File: src/rtl/alu_arbiter.sv
// alu_arbiter: two-port round-robin arbiter sharing one ALU.
// Macro ALU_ARB_LOCK_EN adds req0_lock/req1_lock.
//
// Ports:
//   clk, rstn       clock, async active-low reset
//   reqN_*          request channel N (valid/ready, a, b, ctrl)
//   rspN_*          response channel N (valid/ready, data, zero, ovf)
//   alu_a/b/shamt/ctrl  drive to the shared ALU
//   alu_out/zero/ovf    combinational result from the shared ALU
//   reqN_lock       (ALU_ARB_LOCK_EN only) keep ownership after accept
//
// Data width comes from `XLEN (xgriscv_defines.v); falls back to 32.

`ifndef XLEN
`define XLEN 32
`endif

module alu_arbiter (
  input  logic             clk,
  input  logic             rstn,

  input  logic             req0_valid,
  output logic             req0_ready,
  input  logic [`XLEN-1:0] req0_a,
  input  logic [`XLEN-1:0] req0_b,
  input  logic [3:0]       req0_ctrl,

  input  logic             req1_valid,
  output logic             req1_ready,
  input  logic [`XLEN-1:0] req1_a,
  input  logic [`XLEN-1:0] req1_b,
  input  logic [3:0]       req1_ctrl,

`ifdef ALU_ARB_LOCK_EN
  input  logic             req0_lock,
  input  logic             req1_lock,
`endif

  output logic             rsp0_valid,
  input  logic             rsp0_ready,
  output logic [`XLEN-1:0] rsp0_data,
  output logic             rsp0_zero,
  output logic             rsp0_ovf,

  output logic             rsp1_valid,
  input  logic             rsp1_ready,
  output logic [`XLEN-1:0] rsp1_data,
  output logic             rsp1_zero,
  output logic             rsp1_ovf,

  output logic [`XLEN-1:0] alu_a,
  output logic [`XLEN-1:0] alu_b,
  output logic [4:0]       alu_shamt,
  output logic [3:0]       alu_ctrl,

  input  logic [`XLEN-1:0] alu_out,
  input  logic             alu_zero,
  input  logic             alu_ovf
);

  localparam int XLEN = `XLEN;

  typedef enum logic {
    IDLE = 1'b0,
    RESP = 1'b1
  } state_e;

  state_e          state_q, state_d;
  logic            owner_q, owner_d;
  logic            last_q, last_d;
  logic [XLEN-1:0] data_q, data_d;
  logic            zero_q, zero_d;
  logic            ovf_q, ovf_d;
  logic            lock_q, lock_d;
  logic            lock_own_q, lock_own_d;

  logic elig0, elig1;
  logic gnt0, gnt1;
  logic acc_lock;
  logic rsp_hs;

  // A held lock masks the other requester.
  assign elig0 = req0_valid & (~lock_q | ~lock_own_q);
  assign elig1 = req1_valid & (~lock_q | lock_own_q);

`ifdef ALU_ARB_LOCK_EN
  assign acc_lock = gnt1 ? req1_lock : req0_lock;
`else
  assign acc_lock = 1'b0;
`endif

  always_comb begin
    gnt0 = 1'b0;
    gnt1 = 1'b0;
    if (state_q == IDLE) begin
      unique case (1'b1)
        elig0 & elig1: begin
          gnt0 = last_q;
          gnt1 = ~last_q;
        end
        elig0 & ~elig1: gnt0 = 1'b1;
        ~elig0 & elig1: gnt1 = 1'b1;
        default: ;
      endcase
    end
  end

  assign req0_ready = gnt0;
  assign req1_ready = gnt1;

  always_comb begin
    alu_a     = '0;
    alu_b     = '0;
    alu_shamt = '0;
    alu_ctrl  = '0;
    unique case (1'b1)
      gnt0: begin
        alu_a     = req0_a;
        alu_b     = req0_b;
        alu_shamt = req0_b[4:0];
        alu_ctrl  = req0_ctrl;
      end
      gnt1: begin
        alu_a     = req1_a;
        alu_b     = req1_b;
        alu_shamt = req1_b[4:0];
        alu_ctrl  = req1_ctrl;
      end
      default: ;
    endcase
  end

  assign rsp_hs = (state_q == RESP) &
                  (owner_q ? rsp1_ready : rsp0_ready);

  always_comb begin
    state_d    = state_q;
    owner_d    = owner_q;
    last_d     = last_q;
    data_d     = data_q;
    zero_d     = zero_q;
    ovf_d      = ovf_q;
    lock_d     = lock_q;
    lock_own_d = lock_own_q;
    if (gnt0 | gnt1) begin
      state_d    = RESP;
      owner_d    = gnt1;
      last_d     = gnt1;
      data_d     = alu_out;
      zero_d     = alu_zero;
      ovf_d      = alu_ovf;
      lock_d     = acc_lock;
      lock_own_d = gnt1;
    end else if (rsp_hs) begin
      state_d = IDLE;
    end
  end

  always_ff @(posedge clk or negedge rstn) begin
    if (!rstn) begin
      state_q    <= IDLE;
      owner_q    <= 1'b0;
      last_q     <= 1'b1;
      data_q     <= '0;
      zero_q     <= 1'b0;
      ovf_q      <= 1'b0;
      lock_q     <= 1'b0;
      lock_own_q <= 1'b0;
    end else begin
      state_q    <= state_d;
      owner_q    <= owner_d;
      last_q     <= last_d;
      data_q     <= data_d;
      zero_q     <= zero_d;
      ovf_q      <= ovf_d;
      lock_q     <= lock_d;
      lock_own_q <= lock_own_d;
    end
  end

  assign rsp0_valid = (state_q == RESP) & ~owner_q;
  assign rsp1_valid = (state_q == RESP) & owner_q;

  assign rsp0_data = rsp0_valid ? data_q : '0;
  assign rsp0_zero = rsp0_valid & zero_q;
  assign rsp0_ovf  = rsp0_valid & ovf_q;

  assign rsp1_data = rsp1_valid ? data_q : '0;
  assign rsp1_zero = rsp1_valid & zero_q;
  assign rsp1_ovf  = rsp1_valid & ovf_q;

endmodule

File: config.mk
export PLATFORM = sky130hd
export DESIGN_NAME = alu_arbiter
export DESIGN_NICKNAME = d
export VERILOG_FILES = /design/src/rtl/alu_arbiter.sv
export SDC_FILE = /design/constraint.sdc
export NUM_CORES = 1
export LEC_CHECK = 0
export ABC_AREA = 1
export CAP_MARGIN = 15
export CORE_AREA = 5 5 122 124
export CTS_CLUSTER_SIZE = 20
export DETAILED_ROUTE_END_ITERATION = 10
export DIE_AREA = 0 0 127 129
export GPL_TIMING_DRIVEN = 0
export PLACE_DENSITY = 0.67
export REMOVE_ABC_BUFFERS = 1
export SLEW_MARGIN = 20
export SYNTH_ARGS = -nofsm -noshare
export SYNTH_HDL_FRONTEND = slang
export SYNTH_SLANG_ARGS = --single-unit
File: constraint.sdc
create_clock -name clk -period 4.2 [get_ports clk]
set_clock_uncertainty 0.15 [all_clocks]
set_input_delay 0.63 -clock clk [delete_from_list [all_inputs] [get_ports clk]]
set_output_delay 0.63 -clock clk [all_outputs]
set_load 0.005 [all_outputs]
======== Word level (Yosys, flattened, before mapping) ========
Cells that the tools add are included.
Widths: inputs -> output; s select.
operators by class
  muxes and demuxes ....................... 13
  bitwise logic cells ..................... 15
  reduce and logical (&&, ||, !) cells .... 1
operators by type and width
  operator           number
  $pmux 32 s2        2
  $mux 32            2
  $and 1x1->1        10
  $pmux 5 s2         1
  $pmux 4 s2         1
  $mux 1             5
  $not 1->1          4
  $pmux 1 s2         2
  $reduce_bool 2->1  1
  $or 1x1->1         1
storage, ports and cells
  bits in registers ....................... 37
  input port bits ......................... 176
  output and inout port bits .............. 145
  logic and storage cells ................. 35

======== Depth between registers and ports, before layout ========
Gate-level depths: netlist of the first run.
  word-level depth ........................ 6
  depth in mapped cells ................... 7

======== Least setup slack after synthesis of the first run ========
Ideal clock, no wire load.
  kind .................................... input to output
  start point ............................. in req1_valid
  end point ............................... out alu_shamt[0]
  data arrival time ....................... 1.503 ns
  required time ........................... 3.420 ns
  path slack .............................. 1.917 ns
  cell stages on the path ................. 7
  cell sequence ........................... buf_2 -> nand2_1 -> buf_4 -> buf_4 -> nand3_1 -> nand2_1 -> buf_4
between the ends
  cells in the longest elaborated chain, start to end .. 5
RTL lines
  what          RTL line  RTL
  from (decl)   28        input logic req1_valid,
  $not 1->1     101       elig0 & ~elig1: gnt0 = 1'b1;
  $and 1x1->1   101
  $pmux 1 s2    96        unique case (1'b1)
  $mux 1        95        if (state_q == IDLE) begin
  $pmux 5 s2 *  116       unique case (1'b1)
  to (decl)     53        output logic [4:0] alu_shamt,
Mark *: on every way between the ends. The rest lies on a longest branch, timed or not.

======== Worst setup path after layout of the first run ========
  start point ............................. reg state_q
  end point ............................... out req0_ready
between the ends
  cells in the longest elaborated chain, start to end .. 1
RTL lines
  what                    RTL line  RTL
  from (decl)             68        state_e state_q, state_d;
  from (signal assigned)  170       state_q <= state_d;
  $mux 1                  95
  to (decl)               23        output logic req0_ready,
Every way passes these cells.

==> results of run 1 <==
==> synthesized netlist by cell type <==
cell      number
a21oi_1        1
buf_1         10
buf_2         19
buf_4         12
clkbuf_1      16
dfrtp_1       36
dfstp_2        1
inv_1         40
inv_2          1
inv_4          1
nand2_1      145
nand2_2        3
nand3_1      104
nand3b_1       1
nand4_1       68
nor2_1        68
nor2_4         1
o21ai_0        1
==> metal layers <==
| metal | vias to the layer above | wire length (um) | GRT usage [%] |
|---|---|---|---|
| met5 | - | 0 | 0 |
| met4 | 0 | 293 | 5.11 |
| met3 | 14 | 1500 | 5.15 |
| met2 | 234 | 9090 | 34.6 |
| met1 | 2107 | 7000 | 25.0 |
| li1 | 2291 | - | - |
==> area by class of cell <==
| cell class | count | area, um^2 |
|---|---|---|
| Clock buffer | 6 | 129 |
| Sequential cell | 37 | 927 |
| Antenna cell | 4 | 10.0 |
| Tap cell | 180 | 225 |
| Inverter | 42 | 160 |
| Multi-Input combinational cell | 392 | 1810 |
| Clock inverter | 2 | 15.0 |
| Timing Repair Buffer | 324 | 3290 |
| Fill cell | 1387 | 7100 |
==> through the flow <==
step / hold slack (ns) / cell area (um^2) / instances / util, % / TNS, ns
global route: 0.187 / 6570 / 987 / 48.1 / 0
detailed placement: 0.337 / 6420 / 975 / 47.0 / 0
finish: 0.150 / 6570 / 987 / 48.1 / 0
CTS: 0.162 / 6560 / 983 / 48.0 / 0
floorplan: 0.184 / 2880 / 471 / - / 0
global placement: 0.315 / 6310 / 971 / 46.2 / -261.41
==> worst paths after layout <==
| path | cells past startpoint | startpoint | end |
|---|---|---|---|
| max | 4 | state_q | req0_ready |
| min | 1 | rstn | data_q[16] |
| max reg2reg | 5 | state_q | data_q[31] |
| min reg2reg | 2 | last_q | last_q |
| max in group asynchronous | 2 | rstn | last_q |
| min in group clk | 2 | last_q | last_q |
==> state kept, by name, indices dropped and copies added, names as in the netlist <==
signal and flops:
state_q 1, owner_q 1, last_q 1, ovf_q 1, zero_q 1, data_q 32
==> report_power, final <==
part | internal [uW] | total [uW] | switching [uW]
logic | 1130 | 2280 | 1140
registers | 536 | 651 | 115
clock network | 220 | 363 | 143
==> cell families after synthesis <==
| family | after synthesis |
|---|---|
| AO/OA/AOI/OAI | 2 |
| buffers and inverters | 99 |
| flip-flops | 37 |
| AND/OR/NAND/NOR | 390 |
==> results.sh, run 1 <==
export IMPL_vias=4646
export IMPL_wl_per_cell_um=18.1
export IMPL_status="complete, no violations"
export IMPL_synth_warnings=0
export IMPL_io_buffers=320
export IMPL_drive_gt1_share_pct=2.99
export IMPL_final_nets=978
export IMPL_synth_seq_cells=37
export IMPL_slowest_stage="nand2_2"
export IMPL_tightestPinTransition_ns=0.802
export IMPL_root_buffer="clkbuf_16"
export IMPL_fin_ws_ns=0.506
export IMPL_yosys_mux_area_fraction_pct=0
export IMPL_mostFrequentLayoutCells="318 x clkdlybuf4s50_1, 141 x nand2_1, 104 x nand3_1, 68 x nand4_1, 68 x nor2_1"
export IMPL_rsz0062_at_grt="no"
export IMPL_relSlewSlack_pct=46.5
export IMPL_synthToLayoutAreaGrowth_pct=108
export IMPL_postSynthAreaPerCell_um2=5.99
export IMPL_post_cts_resized=0
export IMPL_dp_hpwl_um=13500
export IMPL_overflow=0
export IMPL_p_per_area_mw_per_mm2=501
export IMPL_remaining_drc_errors=0
export IMPL_place_ws_ns=0.501
export IMPL_core_area_mm2=0.0137
export IMPL_synthXorXnorAreaFrac_pct=0
export IMPL_worstPathCellList="inv_4 -> nand2_2 -> a21oi_1 -> clkdlybuf4s50_1"
export IMPL_clkSlewWorstSetupHoldPaths_ns=0.06
export IMPL_startpoint_type="flip-flop"
export IMPL_p_leak_uw=0.00297
export IMPL_track_usage_pct=20.0
export IMPL_netlist_instances=528
export IMPL_synth_simple_area_share_pct=56.4
export IMPL_drv_cap=0
export IMPL_cts_hold_buf=0
export IMPL_worst_setup_path_end_kind="output port"
export IMPL_tritoncts="built"
export IMPL_routed_wl_um=17900
export IMPL_path_max_fanout=72
export IMPL_die_h_um=129
export IMPL_synth_top_family_by_area="simple AND/OR/NAND/NOR gates"
export IMPL_grt_max_degree=73
export IMPL_drtPass1Iterations=5
export IMPL_viasPerCell=4.71
export IMPL_dieArea_mm2=0.0164
export IMPL_synth_area_leaders="dfrtp_1 28%, nand2_1 17%, nand3_1 16%"
export IMPL_vdd_drop_max_v=0.000278
export IMPL_layout_cells_most_common="clkdlybuf4s50_1"
export IMPL_hold_class="input pin to asynchronous set/reset pin"
export IMPL_numCtsBuffers=5
export IMPL_antenna_found_initial=4
export IMPL_synth_compound_area_share_pct=0.316
export IMPL_crit_required_ns=3.42
export IMPL_synth_cell_types=18
export IMPL_postCtsSetupRepairBufs=0
export IMPL_max_stage_delay_ns=0.66
export IMPL_initial_core_util_pct=23.1
export IMPL_drv_slew=0
export IMPL_yosys_area_top_type="dfrtp_1"
export IMPL_cp_top_family="buffers and inverters"
export IMPL_clk_path_buf_depth=2
export IMPL_rrSetupSlack_ns=1.25
export IMPL_cts_max_level=2
export IMPL_finalSetupViolations=0
export IMPL_ys_seq_area_share_pct=29.3
export IMPL_grt_pass1_wl_um=26000
export IMPL_synthAdderAreaFrac_pct=0
export IMPL_fmax_mhz=271
export IMPL_final_antenna_net_count=0
export IMPL_hold_viol=0
export IMPL_crit_type="flip-flop to output port"
export IMPL_first_iter_violations=339
export IMPL_path_buf_inv=2
export IMPL_clock_latency_ns=0.27
export IMPL_timing_final_crit_share_pct=88.0
export IMPL_dieWidth_um=127
export IMPL_grt_pass1_vias=4428
export IMPL_synth_top_area_share_pct=28.5
export IMPL_std_cell_rows=43
export IMPL_crit_arrival_ns=2.91
export IMPL_cts_sinks=37
export IMPL_boundaryPins=321
export IMPL_gp_congestion=0.869
export IMPL_total_power_uw=3290
export IMPL_period_minus_slack_ns=3.69
export IMPL_synth_area_mm2=0.00316
Note: power is estimated with default switching activity, not from simulation.
==> inputs of run 2 (changes only) <==
--- a/config.mk
+++ b/config.mk
@@ -8,6 +8,7 @@
 export ABC_AREA = 1
 export CAP_MARGIN = 15
 export CORE_AREA = 5 5 122 124
+export CTS_BUF_LIST = sky130_fd_sc_hd__clkbuf_16
 export CTS_CLUSTER_SIZE = 20
 export DETAILED_ROUTE_END_ITERATION = 10
 export DIE_AREA = 0 0 127 129
==> run 2 against run 1 <==
Compared with the run above:
- design area unchanged
- global-route usage did not move
- via count is essentially flat
- sequential power is essentially flat
- total power hardly changed
- sequential cell count unchanged
- highest routed layer unchanged
- non-clock buffer count unchanged
- clock power about the same
- critical path depth unchanged
- core utilization is the same
- routed wire length hardly changed
- die area stayed put
- critical path type unchanged
==> results.sh, run 2 (synthesis results as in run 1) <==
export IMPL_remaining_drc_errors=0
export IMPL_multiInputGateArea_mm2=0.00181
export IMPL_crit_required_ns=3.42
export IMPL_total_power_uw=3290
export IMPL_drive_gt1_share_pct=2.99
export IMPL_top_register="data_q"
export IMPL_largest_reg_flops=32
export IMPL_io_buffers=320
export IMPL_grt_max_degree=73
export IMPL_layout_cells_most_common="clkdlybuf4s50_1"
export IMPL_routed_wl_um=17900
export IMPL_numCtsBuffers=5
export IMPL_crit_type="flip-flop to output port"
export IMPL_clock_latency_ns=0.27
export IMPL_postCtsSetupRepairBufs=0
export IMPL_dieArea_mm2=0.0164
export IMPL_holdWs_ns=0.149
export IMPL_regArea_um2=927
export IMPL_std_cell_rows=43
export IMPL_vias=4647
export IMPL_tritoncts="built"
export IMPL_boundaryPins=321
export IMPL_tightestPinTransition_ns=0.802
export IMPL_drv_cap=0
export IMPL_rr_worst_depth=5
export IMPL_drtPass1Iterations=5
export IMPL_vdd_drop_max_v=0.000277
export IMPL_rrSetupSlack_ns=1.25
export IMPL_hold_viol=0
export IMPL_die_h_um=129
export IMPL_fmax_mhz=271
export IMPL_cp_endpoint="req0_ready"
export IMPL_clk_path_buf_depth=2
export IMPL_timing_rr_end="data_q[26]"
export IMPL_post_cts_resized=0
export IMPL_crit_arrival_ns=2.91
export IMPL_mostFrequentLayoutCells="318 x clkdlybuf4s50_1, 141 x nand2_1, 104 x nand3_1, 68 x nand4_1, 68 x nor2_1"
export IMPL_dp_hpwl_um=13500
export IMPL_rr_startpoint="state_q"
export IMPL_synthToLayoutAreaGrowth_pct=108
export IMPL_antenna_found_initial=4
export IMPL_viasPerCell=4.71
export IMPL_root_buffer="clkbuf_16"
export IMPL_cts_max_level=2
export IMPL_cts_hold_buf=0
export IMPL_first_iter_violations=343
export IMPL_startpoint_type="flip-flop"
export IMPL_p_per_area_mw_per_mm2=501
export IMPL_overflow=0
export IMPL_place_ws_ns=0.501
export IMPL_period_minus_slack_ns=3.69
export IMPL_worst_setup_path_end_kind="output port"
export IMPL_fin_ws_ns=0.506
export IMPL_fillers=1387
export IMPL_rsz0062_at_grt="no"
export IMPL_track_usage_pct=20.0
export IMPL_status="complete, no violations"
export IMPL_finalSetupTns_ns=0
export IMPL_clkSlewWorstSetupHoldPaths_ns=0.06
export IMPL_grt_pass1_vias=4428
export IMPL_p_leak_uw=0.00297
export IMPL_hold_class="input pin to asynchronous set/reset pin"
export IMPL_relSlewSlack_pct=46.5
export IMPL_wl_per_cell_um=18.1
export IMPL_finalSetupViolations=0
export IMPL_path_max_fanout=72
export IMPL_drv_slew=0
export IMPL_setup_worst_path_start="state_q"
export IMPL_final_nets=978
export IMPL_final_antenna_net_count=0
export IMPL_core_area_mm2=0.0137
export IMPL_timing_final_crit_share_pct=88.0
export IMPL_cts_sinks=37
export IMPL_dieWidth_um=127
export IMPL_gp_congestion=0.869
export IMPL_grt_pass1_wl_um=26000
export IMPL_initial_core_util_pct=23.1
## run 2: cell type report
| class | count | share of cell area [%] |
|---|---|---|
| antenna | 4 | 0.152 |
| clock buffer | 5 | 1.90 |
| clock inverter | 3 | 0.286 |
| inverter | 42 | 2.44 |
| multi-input combinational | 392 | 27.6 |
| sequential | 37 | 14.1 |
| tap | 180 | 3.43 |
| timing repair buffer | 324 | 50.1 |
## run 2: critical path, stage by stage (launching register included)
cell	delay, ns
dfrtp_1	0.48
inv_4	0.61
nand2_2	0.66
a21oi_1	0.31
clkdlybuf4s50_1	0.58
## run 2: routing by layer
metal / up-vias / part of all wire [%] / GRT usage (%)
met4: 0 / 1.6 / 5.11
met2: 234 / 51 / 34.6
li1: 2291 / - / -
met1: 2108 / 39 / 25.0
met3: 14 / 8.4 / 5.15
met5: - / 0 / 0
## run 2: power breakdown
part           total, uW  internal (uW)  switching, uW
logic               2280           1130           1140
registers            651            536            115
clock network        362            217            144
total               3290           1890           1400
## run 2: worst min path at each step
stage	startpoint	end	cells past startpoint
floorplan	rstn	data_q[0]	0
global placement	last_q	last_q	2
detailed placement	last_q	last_q	2
CTS	rstn	data_q[16]	1
global route	rstn	data_q[16]	1
finish	rstn	data_q[16]	1
## run 2: stage by stage
stage | instances | utilization [%] | area [um^2]
floorplan | 471 | - | 2880
global placement | 971 | 46.2 | 6310
detailed placement | 975 | 47.0 | 6420
CTS | 983 | 48.0 | 6560
global route | 987 | 48.1 | 6570
finish | 987 | 48.1 | 6570
==> inputs of run 3 (changes only) <==
--- a/config.mk
+++ b/config.mk
@@ -9,7 +9,7 @@
 export CAP_MARGIN = 15
 export CORE_AREA = 5 5 122 124
 export CTS_BUF_LIST = sky130_fd_sc_hd__clkbuf_16
-export CTS_CLUSTER_SIZE = 20
+export CTS_CLUSTER_SIZE = 25
 export DETAILED_ROUTE_END_ITERATION = 10
 export DIE_AREA = 0 0 127 129
 export GPL_TIMING_DRIVEN = 0
==> results of run 3 <==
Final layout, timing and power as in run 2 (identical DEF).
